**config.mk**
```make
export PLATFORM = sky130hd
export DESIGN_NAME = s2_bit_serializer
export DESIGN_NICKNAME = d
export VERILOG_FILES = /design/src/rtl/s2_pkg.sv /design/src/rtl/s2_shift_reg.sv /design/src/rtl/s2_bit_serializer.sv
export SDC_FILE = /design/constraint.sdc
export NUM_CORES = 1
export LEC_CHECK = 0
export BUFFER_PORTS_ARGS = -buffer_cell sky130_fd_sc_hd__buf_2
export CAP_MARGIN = 5
export CORE_AREA = 2 2 39 41
export CTS_CLUSTER_DIAMETER = 50
export CTS_CLUSTER_SIZE = 16
export DETAILED_ROUTE_END_ITERATION = 8
export DIE_AREA = 0 0 41 43
export PLACE_DENSITY = 0.7
export SYNTH_ARGS = -nofsm -noshare
export SYNTH_HDL_FRONTEND = slang
export SYNTH_SLANG_ARGS = --single-unit
```
**constraint.sdc**
```tcl
create_clock -name clk -period 1.6 [get_ports clk]
set_input_delay 0.32 -clock clk [delete_from_list [all_inputs] [get_ports clk]]
set_output_delay 0.32 -clock clk [all_outputs]
set_load 0.005 [all_outputs]
```
**src/rtl/s2_pkg.sv**
```systemverilog
// Shared types and defaults for the S2 serial front end.
package s2_pkg;

  typedef enum logic [1:0] {
    IDLE  = 2'd0,
    SHIFT = 2'd1,
    PAR   = 2'd2
  } s2_ser_state_t;

  localparam int   S2_SER_WIDTH_DEFAULT      = 8;
  localparam logic S2_SER_IDLE_LEVEL_DEFAULT = 1'b0;

endpackage

```
**src/rtl/s2_shift_reg.sv**
```systemverilog
// Loadable WIDTH-bit shift register; ser_out is the next bit to send in either direction.
module s2_shift_reg
  import s2_pkg::*;
#(
  parameter int WIDTH = S2_SER_WIDTH_DEFAULT
) (
  input  logic             clk,
  input  logic             rst_n,
  input  logic             load,
  input  logic [WIDTH-1:0] load_data,
  input  logic             shift,
  input  logic             msb_first,
  output logic             ser_out
);

  logic [WIDTH-1:0] sr_q, sr_d;

  // The head bit goes straight to x2 at load time, so it is dropped here.
  always_comb begin
    sr_d = sr_q;
    if (load)
      sr_d = msb_first ? {load_data[WIDTH-2:0], 1'b0} : {1'b0, load_data[WIDTH-1:1]};
    else if (shift)
      sr_d = msb_first ? {sr_q[WIDTH-2:0], 1'b0} : {1'b0, sr_q[WIDTH-1:1]};
  end

  always_ff @(posedge clk or negedge rst_n) begin
    if (!rst_n) sr_q <= '0;
    else        sr_q <= sr_d;
  end

  assign ser_out = msb_first ? sr_q[WIDTH-1] : sr_q[0];

endmodule

```
**src/rtl/s2_bit_serializer.sv**
```systemverilog
// Parallel-to-serial feeder for the S2 FSM with gapless back-to-back words.
// Define S2_SER_PARITY_EN to append an even-parity bit after every word.
module s2_bit_serializer
  import s2_pkg::*;
#(
  parameter int   WIDTH      = S2_SER_WIDTH_DEFAULT,
  parameter bit   MSB_FIRST  = 1'b1,
  parameter logic IDLE_LEVEL = S2_SER_IDLE_LEVEL_DEFAULT
) (
  input  logic             clk,
  input  logic             reset,
  input  logic [WIDTH-1:0] in_data,
  input  logic             in_valid,
  output logic             in_ready,
  output logic             x2,
  output logic             x2_valid,
  output logic             frame_start,
  output logic             busy
);

  localparam int            CW       = $clog2(WIDTH);
  localparam logic [CW-1:0] CNT_LAST = CW'(WIDTH - 1);

  s2_ser_state_t state_q;
  logic [CW-1:0] cnt_q;
  logic          x2_q, x2_valid_q, frame_start_q;
  logic          xfer, head, sr_out, sr_shift;
`ifdef S2_SER_PARITY_EN
  logic          par_q;
`endif

`ifdef S2_SER_PARITY_EN
  assign in_ready = (state_q == IDLE) || (state_q == PAR);
`else
  assign in_ready = (state_q == IDLE) || ((state_q == SHIFT) && (cnt_q == '0));
`endif

  assign xfer     = in_valid && in_ready;
  assign head     = MSB_FIRST ? in_data[WIDTH-1] : in_data[0];
  assign sr_shift = (state_q == SHIFT) && (cnt_q != '0);

  s2_shift_reg #(.WIDTH(WIDTH)) u_sr (
    .clk       (clk),
    .rst_n     (reset),
    .load      (xfer),
    .load_data (in_data),
    .shift     (sr_shift),
    .msb_first (MSB_FIRST),
    .ser_out   (sr_out)
  );

  // A transfer always (re)starts a frame, whether from IDLE or the last bit slot.
  always_ff @(posedge clk or negedge reset) begin
    if (!reset) begin
      state_q       <= IDLE;
      cnt_q         <= '0;
      x2_q          <= IDLE_LEVEL;
      x2_valid_q    <= 1'b0;
      frame_start_q <= 1'b0;
`ifdef S2_SER_PARITY_EN
      par_q         <= 1'b0;
`endif
    end else begin
      frame_start_q <= 1'b0;
      if (xfer) begin
        state_q       <= SHIFT;
        cnt_q         <= CNT_LAST;
        x2_q          <= head;
        x2_valid_q    <= 1'b1;
        frame_start_q <= 1'b1;
`ifdef S2_SER_PARITY_EN
        par_q         <= ^in_data;
`endif
      end else begin
        case (state_q)
          SHIFT: begin
            if (cnt_q != '0) begin
              cnt_q <= cnt_q - CW'(1);
              x2_q  <= sr_out;
            end else begin
`ifdef S2_SER_PARITY_EN
              state_q <= PAR;
              x2_q    <= par_q;
`else
              state_q    <= IDLE;
              x2_q       <= IDLE_LEVEL;
              x2_valid_q <= 1'b0;
`endif
            end
          end
`ifdef S2_SER_PARITY_EN
          PAR: begin
            state_q    <= IDLE;
            x2_q       <= IDLE_LEVEL;
            x2_valid_q <= 1'b0;
          end
`endif
          default: begin
            state_q    <= IDLE;
            x2_q       <= IDLE_LEVEL;
            x2_valid_q <= 1'b0;
          end
        endcase
      end
    end
  end

  assign x2          = x2_q;
  assign x2_valid    = x2_valid_q;
  assign frame_start = frame_start_q;
  assign busy        = (state_q != IDLE);

endmodule

```
==> results.json <==
{
  "outcome": "complete, no violations",
  "vias_per_cell": 4.81,
  "syn_avg_cell_area_um2": 11.0,
  "critical_path.most_common_cell": "ha_4",
  "crit_path_max_incr_delay_ns": 0.37,
  "synth_edf_count": 0,
  "power-per-cell-area_nw_per_um2": 1670,
  "cts_inserted_buffers": 3,
  "layout_cell_share_with_drive_strength_beyond_1_pct": 42.9,
  "post_syn_nets": 68,
  "cp_num_buf_inv": 3,
  "post_synthesis_instance_area_um2": 603,
  "cts_max_path_buffers": 2,
  "critPathLaunchType": "flop",
  "place_ws_ns": 0.183,
  "yosys.area.top_type": "dfrtp_1",
  "ys_top_cells_by_count": "dfrtp_1, nand2_1, mux2i_1",
  "finalWeightedCongestion": 0.708,
  "buffer_ports.inserted": 15,
  "via_count": 447,
  "floorplan.die.width_um": 41,
  "cts.htree.levels": 1,
  "grt_pass1_wl_mm": 1.92,
  "synth-main-ff-cell": "dfrtp_1",
  "drc": 0,
  "pin_count_of_the_biggest_net_entering_global_routing": 16,
  "finalHoldViolCount": 0,
  "finalWorstPathRequiredPeriod_ns": 1.59,
  "dr.first_iter.drc_count": 0,
  "n_antenna_cell": 0,
  "start_util_pct": 43.6,
  "fin_area_um2": 773,
  "rows": 14,
  "grt_overflow_total": 0,
  "timing.final.setup_violations": 0,
  "min-delay-path-class": "in -> reg",
  "timing.max_slew.rel_slack_pct": 80.4,
  "yosys.area.top_type_share_pct": 53.9,
  "dp.final_hpwl_um": 745,
  "first_global_vias": 461,
  "die_height_um": 43,
  "pin_count": 16,
  "critical_path_cell_with_the_highest_stage_delay": "dfrtp_1",
  "tritoncts": "yes",
  "critPathMaxFanout": 2,
  "placed_area_um2": 682,
  "crit_path_end_kind": "output port",
  "timing.fmax_mhz": 629,
  "layout.core_utilization_pct": 55.9,
  "min_to": "x2$_DFF_PN0_",
  "irDropWorstVdd_mv": 0.851,
  "synth_area_leaders": "dfrtp_1, mux2i_1, nand2_1",
  "die_area_um2": 1760,
  "first_drt_pass_iteration_count": 1,
  "timing_worst_slew_pin_value_ns": 0.294,
  "ant_nets": 0,
  "core_area_um2": 1380,
  "reg2reg_setup_slack_ns": 0.05,
  "final_max_slew_viol_count": 0,
  "synthMostInstantiatedCell": "dfrtp_1",
  "routedWlPerCell_um": 11.7,
  "synthDistinctLibCells": 16,
  "total_power_mw": 1.29,
  "area_growth_syn_to_layout_pct": 28.2,
  "rsz0062_at_grt": "yes",
  "worst_hold_slack_after_final_layout_ns": 0.294,
  "reg2reg_start": "cnt_q[0]$_DFFE_PN0P_",
  "netlist_instances": 55,
  "arrival_worst_endpoint_ns": 1.27,
  "grtUsageTotal_pct": 16.6,
  "place_inst": 84,
  "ys.warnings.count": 0,
  "required_time_at_the_endpoint_of_the_critical_path_ns": 1.28,
  "clock_transition_at_the_registers_of_the_reported_paths_ns": 0.08,
  "final_min_period_over_clock_period_pct": 99.4,
  "layout.nets": 91,
  "ys_ff_latch": 13,
  "rr_worst_depth": 8,
  "finalClockSkew_ns": 0.00171,
  "critical_path.cell_chain": "inv_2 -> ha_4 -> ha_4 -> nor2b_4 -> inv_1 -> buf_2",
  "hold_start": "in_data[7]",
  "holdPathStages": 3,
  "tns_ns": 0,
  "path_class": "reg -> out",
  "async_flop_share_pct": 100,
  "power_leakage_nw": 0.400,
  "insertion_delay_ns": 0.27,
  "postRouteWirelength_mm": 1.09,
  "synth_seq_area_share_pct": 53.9,
  "cts.root.buffer_cell": "clkbuf_4",
  "reg2reg_to": "x2_valid$_DFFE_PN0P_",
  "max-cap-violations": 0,
  "critical-path-top-delay-family": "flip-flops",
  "cts.sink_count": 13,
  "post_layout_nonfiller_instances": 93,
  "layout_setup_ws_ns": 0.0102,
  "antenna_violations_before_repair": 0
}
==> state kept, by name, indices dropped and copies added, names as in the netlist <==
signal	cells
x2_valid	1
u_sr.sr_q	7
frame_start	1
cnt_q	3
x2	1
==> per-layer routing <==
| layer | global-route usage [%] | wire [um] |
|---|---|---|
| met4 | 12.0 | 23 |
| met2 | 26.3 | 574 |
| met5 | 0 | 0 |
| met1 | 18.7 | 435 |
| met3 | 3.14 | 51 |
==> cell type report <==
cell class	count	area (um2)
Fill cell	127	611
Sequential cell	13	325
Multi-Input combinational cell	34	256
Timing Repair Buffer	22	130
Clock buffer	4	26.3
Tap cell	16	20.0
Inverter	4	15.0
==> where the power goes <==
| part | switching (mW) | internal [mW] |
|---|---|---|
| clock network | 0.105 | 0.0966 |
| registers | 0.0632 | 0.454 |
| logic | 0.276 | 0.296 |
==> kinds of logic after synthesis <==
| kind of cell | Yosys count | share of synthesized area (%) |
|---|---|---|
| AND/OR/NAND/NOR | 15 | 12.4 |
| flip-flops | 13 | 53.9 |
| adder cells (fa/ha/maj) | 2 | 4.15 |
| buffers and inverters | 8 | 7.67 |
| AO/OA/AOI/OAI | 10 | 10.2 |
| multiplexers | 7 | 11.6 |
==> worst max-delay path by stage <==
| stage | from | to | cells past startpoint |
|---|---|---|---|
| global route | cnt_q[1]$_DFFE_PN0P_ | in_ready | 6 |
| finish | cnt_q[0]$_DFFE_PN0P_ | in_ready | 6 |
| floorplan | cnt_q[0]$_DFFE_PN0P_ | in_ready | 6 |
| CTS | cnt_q[0]$_DFFE_PN0P_ | in_ready | 6 |
| global placement | cnt_q[0]$_DFFE_PN0P_ | in_ready | 6 |
| detailed placement | cnt_q[0]$_DFFE_PN0P_ | cnt_q[0]$_DFFE_PN0P_ | 7 |
==> worst reg2reg max path, delay by kind of cell, from the launching register on <==
kind | cells | cell delay, ns
AND/OR/NAND/NOR | 2 | 0.30
flip-flops | 1 | 0.39
buffers and inverters | 4 | 0.47
adder cells (fa/ha/maj) | 2 | 0.27
==> cells in the final DEF (no fill, tap or decap) <==
cell,synthesis,routed
ha_4,0,2
dlygate4sd3_1,0,1
nor2_1,1,1
inv_1,4,2
inv_2,0,2
buf_4,2,6
nand2_1,8,8
nor3_1,3,3
a21oi_1,3,3
clkbuf_4,0,3
clkbuf_1,0,1
buf_2,1,15
o21ai_2,3,3
nor2b_1,1,1
dfrtp_1,13,13
or2_2,1,1
o21ai_0,4,4
mux2i_1,7,7
nor2b_4,1,1
==> what timing repair did <==
item                       in CTS  in global routing
hold buffers                    1                  0
pin swaps                       1                  0
gates resized for setup         3                  3
setup endpoints to repair       1                  1
hold endpoints to repair       13                  0
buffers inserted                2                  2
Note: power is estimated with default switching activity, not from simulation.
